===== config.mk =====
export PLATFORM = sky130hd
export DESIGN_NAME = vga_capture
export DESIGN_NICKNAME = d
export VERILOG_FILES = /design/src/rtl/vga_capture.sv
export SDC_FILE = /design/constraint.sdc
export NUM_CORES = 1
export LEC_CHECK = 0
export ABC_CLOCK_PERIOD_IN_PS = 3300
export CAP_MARGIN = 20
export CORE_MARGIN = 2
export CORE_UTILIZATION = 41
export CTS_BUF_LIST = sky130_fd_sc_hd__clkbuf_4 sky130_fd_sc_hd__clkbuf_8
export DETAILED_ROUTE_END_ITERATION = 12
export DONT_BUFFER_PORTS = 1
export PLACE_DENSITY_LB_ADDON = 0.12
export RECOVER_POWER = 100
export SKIP_CTS_REPAIR_TIMING = 1
export SLEW_MARGIN = 5
export SYNTH_ARGS = -nofsm -noshare
export SYNTH_HDL_FRONTEND = slang
export SYNTH_SLANG_ARGS = --single-unit
export TNS_END_PERCENT = 5

===== constraint.sdc =====
create_clock -name clk_100m -period 3.3 [get_ports clk_100m]
set_clock_uncertainty 0.1 [all_clocks]
set_input_delay 0.495 -clock clk_100m [delete_from_list [all_inputs] [get_ports clk_100m]]
set_output_delay 0.495 -clock clk_100m [all_outputs]
set_load 0.02 [all_outputs]

===== src/rtl/vga_capture.sv =====
// VGA frame grabber: recovers pixel timing from hsync/vsync, locks after one clean frame,
// streams active pixels with coordinates and produces a per-frame 16-bit checksum.
`timescale 1ns/1ps
module vga_capture #(
    parameter int H_TOTAL     = 800,
    parameter int H_ACT_START = 144,
    parameter int H_ACT       = 640,
    parameter int V_TOTAL     = 525,
    parameter int V_ACT_START = 35,
    parameter int V_ACT       = 480
) (
    input  logic        clk_100m,
    input  logic        rst,
    input  logic        vga_hsync,
    input  logic        vga_vsync,
    input  logic [2:0]  vga_r,
    input  logic [2:0]  vga_g,
    input  logic [1:0]  vga_b,
    output logic        pix_valid,
    output logic [9:0]  pix_x,
    output logic [8:0]  pix_y,
    output logic [7:0]  pix_rgb,
    output logic        frame_done,
    output logic [15:0] frame_sum,
    output logic        locked,
    output logic [7:0]  err_count
);

    typedef enum logic [1:0] {SEARCH, ALIGN, LOCKED} state_t;

    localparam logic [10:0] H_TOTAL_L = 11'(H_TOTAL);
    localparam logic [10:0] V_TOTAL_L = 11'(V_TOTAL);
    localparam logic [9:0]  H_LO      = 10'(H_ACT_START);
    localparam logic [9:0]  H_HI      = 10'(H_ACT_START + H_ACT);
    localparam logic [9:0]  V_LO      = 10'(V_ACT_START);
    localparam logic [9:0]  V_HI      = 10'(V_ACT_START + V_ACT);

    state_t      state, state_nx;
    logic        hs_q, vs_q, hs_prev, vs_prev;
    logic [7:0]  rgb_q;
    logic [1:0]  div;
    logic [9:0]  h_cnt, v_cnt;
    logic [15:0] acc, acc_sum;
    logic        first_line, frame_bad;
    logic        hs_fall, vs_fall, tick, capture;
    logic        line_err, frame_err;
    logic [10:0] line_len, frame_len;
    logic [8:0]  err_nx;

    always_ff @(posedge clk_100m) begin
        if (rst) begin
            hs_q    <= 1'b1;
            vs_q    <= 1'b1;
            hs_prev <= 1'b1;
            vs_prev <= 1'b1;
            rgb_q   <= 8'h00;
        end else begin
            hs_q    <= vga_hsync;
            vs_q    <= vga_vsync;
            hs_prev <= hs_q;
            vs_prev <= vs_q;
            rgb_q   <= {vga_r, vga_g, vga_b};
        end
    end

    // The hsync-fall cycle itself is tick 0; the divider then counts 1,2,3,0.
    assign hs_fall   = hs_prev & ~hs_q;
    assign vs_fall   = vs_prev & ~vs_q;
    assign tick      = hs_fall | (div == 2'd0);
    assign line_len  = {1'b0, h_cnt} + 11'd1;
    assign frame_len = {1'b0, v_cnt} + 11'd1;

    assign line_err  = hs_fall && (line_len != H_TOTAL_L) &&
                       ((state == LOCKED) || (state == ALIGN && !first_line));
    assign frame_err = vs_fall && (frame_len != V_TOTAL_L) && (state != SEARCH);

    assign capture = (state == LOCKED) && tick &&
                     (h_cnt >= H_LO) && (h_cnt < H_HI) &&
                     (v_cnt >= V_LO) && (v_cnt < V_HI);

    assign acc_sum = acc + (pix_valid ? {8'h00, pix_rgb} : 16'h0000);
    assign err_nx  = {1'b0, err_count} + 9'(line_err) + 9'(frame_err);

    always_ff @(posedge clk_100m) begin
        if (rst) begin
            div   <= 2'd0;
            h_cnt <= 10'd0;
            v_cnt <= 10'd0;
        end else begin
            div <= hs_fall ? 2'd1 : div + 2'd1;
            if (hs_fall)
                h_cnt <= 10'd0;
            else if (tick && h_cnt != 10'h3FF)
                h_cnt <= h_cnt + 10'd1;
            // vsync fall wins over a coincident hsync fall
            if (vs_fall)
                v_cnt <= 10'd0;
            else if (hs_fall && v_cnt != 10'h3FF)
                v_cnt <= v_cnt + 10'd1;
        end
    end

    always_ff @(posedge clk_100m) begin
        if (rst) state <= SEARCH;
        else     state <= state_nx;
    end

    always_comb begin
        state_nx = state;
        case (state)
            SEARCH: if (vs_fall) state_nx = ALIGN;
            ALIGN:  if (vs_fall && !frame_bad && !line_err && !frame_err) state_nx = LOCKED;
            LOCKED: if (line_err || frame_err) state_nx = SEARCH;
            default: state_nx = SEARCH;
        endcase
    end

    always_comb begin
        locked = (state == LOCKED);
    end

    // The line closing the SEARCH->ALIGN transition may be a partial one, so skip it.
    always_ff @(posedge clk_100m) begin
        if (rst) begin
            first_line <= 1'b0;
            frame_bad  <= 1'b0;
        end else begin
            if (state == SEARCH && state_nx == ALIGN)
                first_line <= 1'b1;
            else if (state == ALIGN && hs_fall)
                first_line <= 1'b0;
            if (vs_fall)
                frame_bad <= 1'b0;
            else if (state == ALIGN && line_err)
                frame_bad <= 1'b1;
        end
    end

    always_ff @(posedge clk_100m) begin
        if (rst) begin
            pix_valid <= 1'b0;
            pix_x     <= 10'd0;
            pix_y     <= 9'd0;
            pix_rgb   <= 8'h00;
        end else begin
            pix_valid <= capture;
            if (capture) begin
                pix_x   <= h_cnt - H_LO;
                pix_y   <= 9'(v_cnt - V_LO);
                pix_rgb <= rgb_q;
            end
        end
    end

    always_ff @(posedge clk_100m) begin
        if (rst) begin
            acc        <= 16'h0000;
            frame_sum  <= 16'h0000;
            frame_done <= 1'b0;
            err_count  <= 8'h00;
        end else begin
            frame_done <= vs_fall && (state == LOCKED) && !frame_err;
            if (vs_fall) begin
                acc <= 16'h0000;
                if (state == LOCKED && !frame_err)
                    frame_sum <= acc_sum;
            end else begin
                acc <= acc_sum;
            end
            err_count <= err_nx[8] ? 8'hFF : err_nx[7:0];
        end
    end

endmodule


=== Word level (Yosys, flattened, before mapping) ===
Index checks and enable logic that the tools add are counted.

* Add/sub/neg operators: 10
* Order comparisons: 4
* Equality and inequality tests: 7
* Multiplexer cells: 9
* Bitwise gates (word level): 5
* Reduce and logical (&&, ||, !) cells: 34

{| class="wikitable"
|+ Operators with widths
! cell !! number
|-
| $add A10 B1 Y11 const B || 2
|-
| $ne A11 B10 Y1 const B || 2
|-
| $logic_and A1 B1 Y1 || 21
|-
| $add A10 B1 Y10 const B || 2
|-
| $lt A10 B10 Y1 const B || 2
|-
| $ne A10 B10 Y1 const B || 2
|-
| $add A16 B8 Y16 || 1
|-
| $mux W8 || 2
|-
| $ge A10 B6 Y1 const B || 1
|-
| $ge A10 B8 Y1 const B || 1
|-
| $sub A10 B8 Y10 const B || 1
|-
| $add A8 B1 Y9 || 1
|-
| $add A9 B1 Y9 || 1
|-
| $sub A9 B6 Y9 const B || 1
|-
| $mux W2 || 3
|-
| $pmux W2 S3 || 1
|-
| $eq A2 B1 Y1 const B || 2
|-
| $logic_not A1 Y1 || 4
|-
| $logic_not A2 Y1 || 2
|-
| $reduce_bool A2 Y1 || 2
|-
| $reduce_or A2 Y1 || 2
|-
| $mux W1 || 3
|-
| $add A2 B1 Y2 const B || 1
|-
| $and A1 B1 Y1 || 2
|-
| 5 further kinds || 7
|}

* Register bits: 107
* Input bits: 12
* Output and inout port bits: 54

=== Logic depth before layout (Yosys ltp) ===
Gate-level depths: netlist of the first run.

* Word-level depth: 12
* Gate-level depth with buffers: 15
* Depth with buffers taken out: 13

=== Worst setup path after synthesis of the first run ===
Ideal clock, no wire load.

* Path kind: reg2reg
* Start point: register v_cnt[1]
* End point: register err_count[4]
* Setup time: 0.070 ns
* Arrival time: 2.876 ns
* Required time: 3.130 ns
* Path slack: 0.254 ns
* Cell stages (with the launch flop): 15
* Period minus slack after synthesis: 3.046 ns
* Cells stage by stage: dfxtp_1 ha_1 buf_6 and3_4 and4_4 buf_6 a22o_1 and2_1 nor2_1 o21a_1 fa_1 ha_1 and2_1 or2_2 a21oi_1

* Longest elaborated chain between the ends: 6

{| class="wikitable"
|+ Ends and longest elaborated chain
! element !! RTL line !! text
|-
| start: declaration || 42 || <nowiki>logic [9:0] h_cnt, v_cnt;</nowiki>
|-
| start signal: assignment || 99 || <nowiki>v_cnt <= v_cnt + 10'd1;</nowiki>
|-
| $add A10 B1 Y11 || 71 || <nowiki>assign frame_len = {1'b0, v_cnt} + 11'd1;</nowiki>
|-
| $ne A11 B10 Y1 || 75 || <nowiki>assign frame_err = vs_fall && (frame_len != V_TOTAL_L) && (state != SEARCH);</nowiki>
|-
| $logic_and A1 B1 Y1 (2 in a row) || 75 ||
|-
| $add A9 B1 Y9 || 82 || <nowiki>assign err_nx = {1'b0, err_count} + 9'(line_err) + 9'(frame_err);</nowiki>
|-
| $mux W8 || 170 || <nowiki>err_count <= err_nx[8] ? 8'hFF : err_nx[7:0];</nowiki>
|-
| end signal: assignment || 170 ||
|-
| end: declaration || 26 || <nowiki>output logic [7:0] err_count</nowiki>
|}

Every way passes these cells.
A chain may end at the register's enable or synchronous reset.

=== Final worst setup path of the first run ===
Same ends and word-level chain as after synthesis.

==> results.py, run 1 <==
metrics = {
    "critical_path": {
        "required_ns": 3.53,
        "startpoint": "v_cnt[1]",
        "crit_fanout": 5,
        "rr_startpoint": "v_cnt[1]",
        "path_class": "reg -> reg",
        "start_kind": "register",
        "endpoint_kind": "register",
        "cp_data_arrival_time_ns": 3.30,
    },
    "synth": {
        "syn_area_sq_um": 5150,
        "seq_area_frac_synth": 0.416,
        "synth-seq-cells": 107,
        "synthFlopType": "dfxtp_1",
        "ys_types": 66,
        "yosys.area.top_type_share": 0.416,
        "synth_edf_count": 0,
        "syn-instance-count": 560,
        "async_flop_share": 0,
        "yosys.area.top_type": "dfxtp_1",
        "synth_area_per_cell_sq_um": 9.20,
        "syn_nets": 591,
        "netlist_top_cells_area": "dfxtp_1 (42%), nor2_1 (6.6%), a211oi_2 (4.6%)",
        "yosys_warnings": 0,
    },
    "timing": {
        "tns_ns": 0,
        "min_period_ns": 3.07,
        "rsz0062_at_grt": "no",
        "whs_ns": 0.0702,
        "hold_viol_final": 0,
        "min_period_over_period": 0.931,
        "max_slew_margin": 0.248,
        "setup_viol": 0,
        "setup_slack_ns": 0.227,
        "slew_violations": 0,
        "fmax_ghz": 0.325,
        "tightest_slew_ns": 1.13,
    },
    "routing": {
        "dr.pass1.iters": 4,
        "drc": 0,
        "wl_per_cell_um": 14.5,
        "wirelength_um": 10500,
        "drt_iter0_drc": 121,
        "vias": 3696,
        "drt.antenna.violating_nets": 0,
        "vias_per_cell": 5.13,
    },
    "clock_network": {
        "cts-root-buf": "clkbuf_8",
        "cts_buffer_depth": 2,
        "cts.htree.levels": 3,
        "clkTransAtPathRegs_ns": 0.10,
        "tritoncts": "yes",
        "cts_buffers": 9,
        "worstSkewPairLatency_ns": 0.39,
        "cts_sinks": 107,
    },
    "grt": {
        "grt_overflow": 0,
        "met2_usage": 0.270,
        "grt_max_degree": 75,
        "grt_antenna_before_repair": 0,
        "grt_pass1_vias": 3558,
        "grt_pass1_wl_um": 17400,
        "top_usage_layer": "met2",
        "grt_util_met1": 0.207,
        "grtUsageTotal": 0.165,
        "use_met3": 0.0379,
    },
    "floorplan": {
        "die_x_um": 116,
        "pin_count": 66,
        "start_util": 0.424,
        "rows": 40,
        "die_area_sq_um": 13500,
        "core_sq_um": 12200,
        "die_y_um": 116,
    },
    "flow_run": {
        "drv_cap": 0,
    },
    "pwr": {
        "p_leak_nw": 1.94,
        "powerDensity_nw_per_um2": 413,
        "irDropWorstVdd_mv": 0.251,
    },
    "outcome": {
        "status": "finished, final reports clean",
    },
    "layout": {
        "n_antenna_cell": 0,
        "num-nets-final": 580,
        "syn_to_final_growth_pct": 3.93,
        "fillCellCount": 1212,
        "stdcell_count": 721,
        "drive_gt1_frac": 0.0976,
        "layout_commonest_cell": "dfxtp_1",
        "layout_common_cells": "dfxtp_1 (107), nor2_1 (92), nand2_1 (29)",
    },
    "min_path": {
        "holdCritStartpoint": "rst",
        "holdCritPathClass": "in -> reg",
    },
    "placed_design": {
        "place_congestion": 0.838,
        "hpwl_um": 7380,
        "place_ws_ns": 0.275,
        "port_buffers": 0,
        "post-place-cells": 706,
    },
}
## where the power goes
group          total (mW)  internal [mW]  switching, mW
registers            1.32           1.31         0.0149
clock network       0.814          0.359          0.455
logic              0.0751         0.0307         0.0443
## synthesized netlist by cell type (all sizes together), types with 3 or more instances
cell type  number
xnor2          17
buf            17
clkbuf         17
nand4          10
nor2b          16
dfxtp         107
xor2           20
a211oi         23
mux2i          20
o21ai          11
o21bai          3
and3            5
nand2          29
nor2           99
nor3           11
ha             17
a311oi          4
nor4            3
nand3          12
o21a            3
inv            19
nand3b          7
a21oi          22
and2           12
nand2b          8
or2             6
a31oi           6
o31ai           3
## worst max-delay path: stages, from the launching register on
cell and delay [ns]:
dfxtp_1 0.35, ha_1 0.21, and3_1 0.25, and4_4 0.28
a22o_1 0.17, and2_1 0.18, nor2_1 0.07, o21a_1 0.12
fa_1 0.41, ha_1 0.24, and2_1 0.19, or2_2 0.29
a21oi_1 0.14
## cell families after synthesis
kind of cell,synth area share
AOI/OAI and AO/OA,0.152
xor gates and xnor gates,0.0629
DFF,0.416
buffers and inverters,0.0573
and+or+nand+nor,0.225
muxes,0.0388
adders and majority gates,0.0490
## registers in the layout, summed over array words and instances (netlist names), 2 cells and up
register	count
rgb_q	8
pix_y	9
pix_rgb	8
err_count	8
pix_x	10
frame_sum	16
v_cnt	10
state	2
div	2
acc	16
h_cnt	10
## through the flow
step | utilization | total power [mW] | instance area [sq um]
2_1_floorplan | - | 1.42 | 5150
3_3_place_gp | 0.431 | 1.43 | 5240
3_5_place_dp | 0.431 | 1.43 | 5240
4_1_cts | 0.447 | 2.25 | 5440
5_1_grt | 0.440 | 2.31 | 5360
6_report | 0.440 | 2.21 | 5360
## final timing paths
kind / end / slack, ns / cells after the start
max: err_count[4] / 0.23 / 12
min: frame_sum[0] / 0.07 / 1
min reg2reg: div[0] / 0.34 / 1
max reg2reg: err_count[4] / 0.23 / 12
## cell type report
class / instances / area [sq um] / share of cell area
multi-input combinational: 400 / 2660 / 0.497
sequential: 107 / 2140 / 0.400
tap: 168 / 210 / 0.0392
clock buffer: 10 / 131 / 0.0245
timing repair buffer: 12 / 76.3 / 0.0142
inverter: 19 / 71.3 / 0.0133
clock inverter: 5 / 62.6 / 0.0117
## per-layer routing
metal,part of all wire,up-vias
met5,0,-
met4,0.022,0
met3,0.036,17
met2,0.46,53
met1,0.48,1722
li1,-,1904
No activity file was read; power rests on OpenSTA's default activity.
==> run 2, diff against run 1 <==
--- a/config.mk
+++ b/config.mk
@@ -5,6 +5,7 @@
 export SDC_FILE = /design/constraint.sdc
 export NUM_CORES = 1
 export LEC_CHECK = 0
+export ABC_AREA = 1
 export ABC_CLOCK_PERIOD_IN_PS = 3300
 export CAP_MARGIN = 20
 export CORE_MARGIN = 2
@@ -15,7 +16,7 @@
 export PLACE_DENSITY_LB_ADDON = 0.12
 export RECOVER_POWER = 100
 export SKIP_CTS_REPAIR_TIMING = 1
-export SLEW_MARGIN = 5
+export SLEW_MARGIN = 20
 export SYNTH_ARGS = -nofsm -noshare
 export SYNTH_HDL_FRONTEND = slang
 export SYNTH_SLANG_ARGS = --single-unit
==> run 2 against run 1 <==
  * Sequential cell count is the same
  * First-iteration DRC count is 34% higher
  * Cell count up 16%
  * Critical path depth up 7
  * Area after synthesis decreased by 1.8%
  * Hold slack worse by 0.019 ns
  * Worst setup slack better by 0.087 ns
  * Count of clock-buffer cells in the layout did not move
  * Synthesized cell count rose by 24%
  * Non-clock buffer count fell by 7
  * Die area decreased by 1.8%
  * Final area barely moved
  * Critical endpoint is now err_count[7]
  * Highest routed layer unchanged
==> results.py, run 2 <==
metrics = {
    "synth": {
        "seq_area_frac_synth": 0.423,
        "netlist_top_cells_area": "dfxtp_1 (42%), nand2_1 (9.9%), nor2_1 (7.2%)",
        "yosys.area.top_type": "dfxtp_1",
        "yosys_warnings": 0,
        "ys_types": 43,
        "synth_most_common_cell": "nand2_1",
        "syn_nets": 725,
        "synth_area_per_cell_sq_um": 7.29,
        "synth-seq-cells": 107,
        "yosys.area.top_type_share": 0.423,
        "synthFlopType": "dfxtp_1",
        "syn-instance-count": 694,
        "synth.top_cells.by_count": "nand2_1 (133), dfxtp_1 (107), nor2_1 (97), inv_1 (81), a21oi_1 (64)",
        "synth_edf_count": 0,
        "async_flop_share": 0,
        "syn_area_sq_um": 5060,
    },
    "critical_path": {
        "crit_chain": "buf_4 -> nand2_1 -> nor2_2 -> nand3_2 -> nor2_1 -> nand2_1 -> nand2_1 -> inv_2 -> nand2_1 -> nand3_1 -> inv_1 -> fa_1 -> ha_1 -> nand3_1 -> nor3b_2 -> nand3_2 -> inv_1 -> o21ai_0 -> inv_1",
        "r2r-end": "err_count[7]",
        "required_ns": 3.55,
        "cp_data_arrival_time_ns": 3.24,
        "rr_startpoint": "v_cnt[0]",
        "path_class": "reg -> reg",
        "endpoint_kind": "register",
        "crit_path_frequent_cell": "nand2_1",
        "start_kind": "register",
        "reg2regPathDepth": 19,
        "crit_fanout": 6,
        "cp_slowest_cell": "dfxtp_1",
        "cpPeakStageDelay_ns": 0.39,
        "reg2reg_slack_ns": 0.31,
    },
    "pwr": {
        "switching_share": 0.267,
        "cell_internal_pwr_mw": 1.65,
        "p_sw_mw": 0.602,
        "p_leak_nw": 2.27,
        "p_seq_frac": 0.596,
        "powerDensity_nw_per_um2": 421,
        "power.share.clock": 0.339,
        "comb_power_share": 0.064,
        "irDropWorstVdd_mv": 0.164,
    },
    "placed_design": {
        "hpwl_um": 8450,
        "port_buffers": 0,
        "post-place-cells": 822,
        "place_ws_ns": 0.0997,
        "place_congestion": 0.878,
    },
    "layout": {
        "syn_to_final_growth_pct": 5.84,
        "stdcell_count": 838,
        "reg.largest.list": "acc: 16 flops, frame_sum: 16 flops",
        "layout_commonest_cell": "nand2_1",
        "drive_gt1_frac": 0.0738,
        "layout_common_cells": "nand2_1 (133), dfxtp_1 (100), nor2_1 (98)",
        "fillCellCount": 1273,
        "num-nets-final": 717,
        "final_core_util": 0.446,
        "n_antenna_cell": 0,
    },
    "min_path": {
        "holdCritPathClass": "in -> reg",
        "whs_path_depth": 1,
        "holdCritStartpoint": "rst",
        "hold_path_end": "div[0]",
    },
    "floorplan": {
        "rows": 40,
        "pin_count": 66,
        "die_area_sq_um": 13200,
        "die_x_um": 115,
        "core_sq_um": 12000,
        "start_util": 0.421,
        "die_y_um": 115,
    },
    "routing": {
        "wl_per_cell_um": 13.8,
        "vias_per_cell": 5.03,
        "drt_iter0_drc": 162,
        "drc": 0,
        "wirelength_um": 11600,
        "dr.pass1.iters": 5,
        "drt.antenna.violating_nets": 0,
        "vias": 4217,
    },
    "clock_network": {
        "cts_buffer_depth": 2,
        "clkTransAtPathRegs_ns": 0.11,
        "cts_buffers": 9,
        "tritoncts": "yes",
        "cts-root-buf": "clkbuf_8",
        "worstSkewPairLatency_ns": 0.39,
        "cts.htree.levels": 3,
        "cts_sinks": 107,
    },
    "timing": {
        "max_slew_margin": 0.436,
        "setup_slack_ns": 0.314,
        "min_period_over_period": 0.905,
        "hold_viol_final": 0,
        "min_period_ns": 2.99,
        "tightest_slew_ns": 0.837,
        "slew_violations": 0,
        "tns_ns": 0,
        "fmax_ghz": 0.335,
        "setup_viol": 0,
    },
    "grt": {
        "grtUsageTotal": 0.182,
        "grt_overflow": 0,
        "grt_pass1_vias": 3950,
        "grt_pass1_wl_um": 19000,
        "grt_antenna_before_repair": 0,
        "grt_max_degree": 43,
    },
    "outcome": {
        "status": "finished, final reports clean",
    },
    "flow_run": {
        "drv_cap": 0,
    },
}
[run 2: power by group through the flow]
stage	Clock [mW]	Combinational [mW]	Sequential [mW]
final	0.765	0.145	1.34
after global routing	0.849	0.168	1.35
after CTS	0.796	0.148	1.34
after detailed placement	0	0.147	1.37
after global placement	0	0.146	1.37
after floorplan	0	0.122	1.36
[run 2: worst max path at each step]
| stage | startpoint | to | slack [ns] | cells after the start |
|---|---|---|---|---|
| 6_report | v_cnt[0] | err_count[7] | 0.31 | 19 |
| 5_1_grt | v_cnt[0] | err_count[7] | -0.02 | 19 |
| 4_1_cts | v_cnt[1] | err_count[5] | 0.11 | 18 |
| 3_5_place_dp | v_cnt[1] | err_count[5] | 0.1 | 18 |
| 3_3_place_gp | v_cnt[1] | err_count[5] | 0.18 | 18 |
| 2_1_floorplan | v_cnt[0] | err_count[5] | 0.41 | 18 |
[run 2: cell type report]
class	instances	area, sq um	area share
Timing Repair Buffer	5	30.0	0.00561
Multi-Input combinational cell	476	2480	0.463
Clock buffer	10	131	0.0245
Sequential cell	107	2150	0.402
Inverter	87	328	0.0612
Clock inverter	6	50.0	0.00935
Tap cell	147	184	0.0343
[run 2: worst max-delay path, delay by kind of cell, from the launching register on]
kind	cells	cell delay, ns
buffers and inverters	5	0.52
DFF	1	0.39
and+or+nand+nor	11	1.44
AOI/OAI and AO/OA	1	0.10
adders and majority gates	2	0.41
[run 2: cell families after synthesis]
group / synth area share
buffers and inverters: 0.0895
adder cells (fa/ha/maj): 0.0500
XOR/XNOR: 0.0346
AND/OR/NAND/NOR: 0.255
flip-flops: 0.423
AO/OA/AOI/OAI: 0.147
[run 2: stage by stage]
| stage | total power [mW] | cell area (sq um) | hold slack, ns |
|---|---|---|---|
| 2_1_floorplan | 1.48 | 5060 | 0.292 |
| 3_3_place_gp | 1.52 | 5160 | 0.305 |
| 3_5_place_dp | 1.52 | 5160 | 0.305 |
| 4_1_cts | 2.29 | 5340 | 0.0365 |
| 5_1_grt | 2.37 | 5360 | 0.0370 |
| 6_report | 2.26 | 5360 | 0.0509 |
[run 2: routing by layer]
| metal | vias up | track usage | part of all wire |
|---|---|---|---|
| li1 | 2215 | - | - |
| met1 | 1917 | 0.238 | 0.48 |
| met3 | 15 | 0.0427 | 0.049 |
| met4 | 0 | 0.0747 | 0.019 |
| met5 | - | 0 | 0 |
| met2 | 70 | 0.289 | 0.45 |
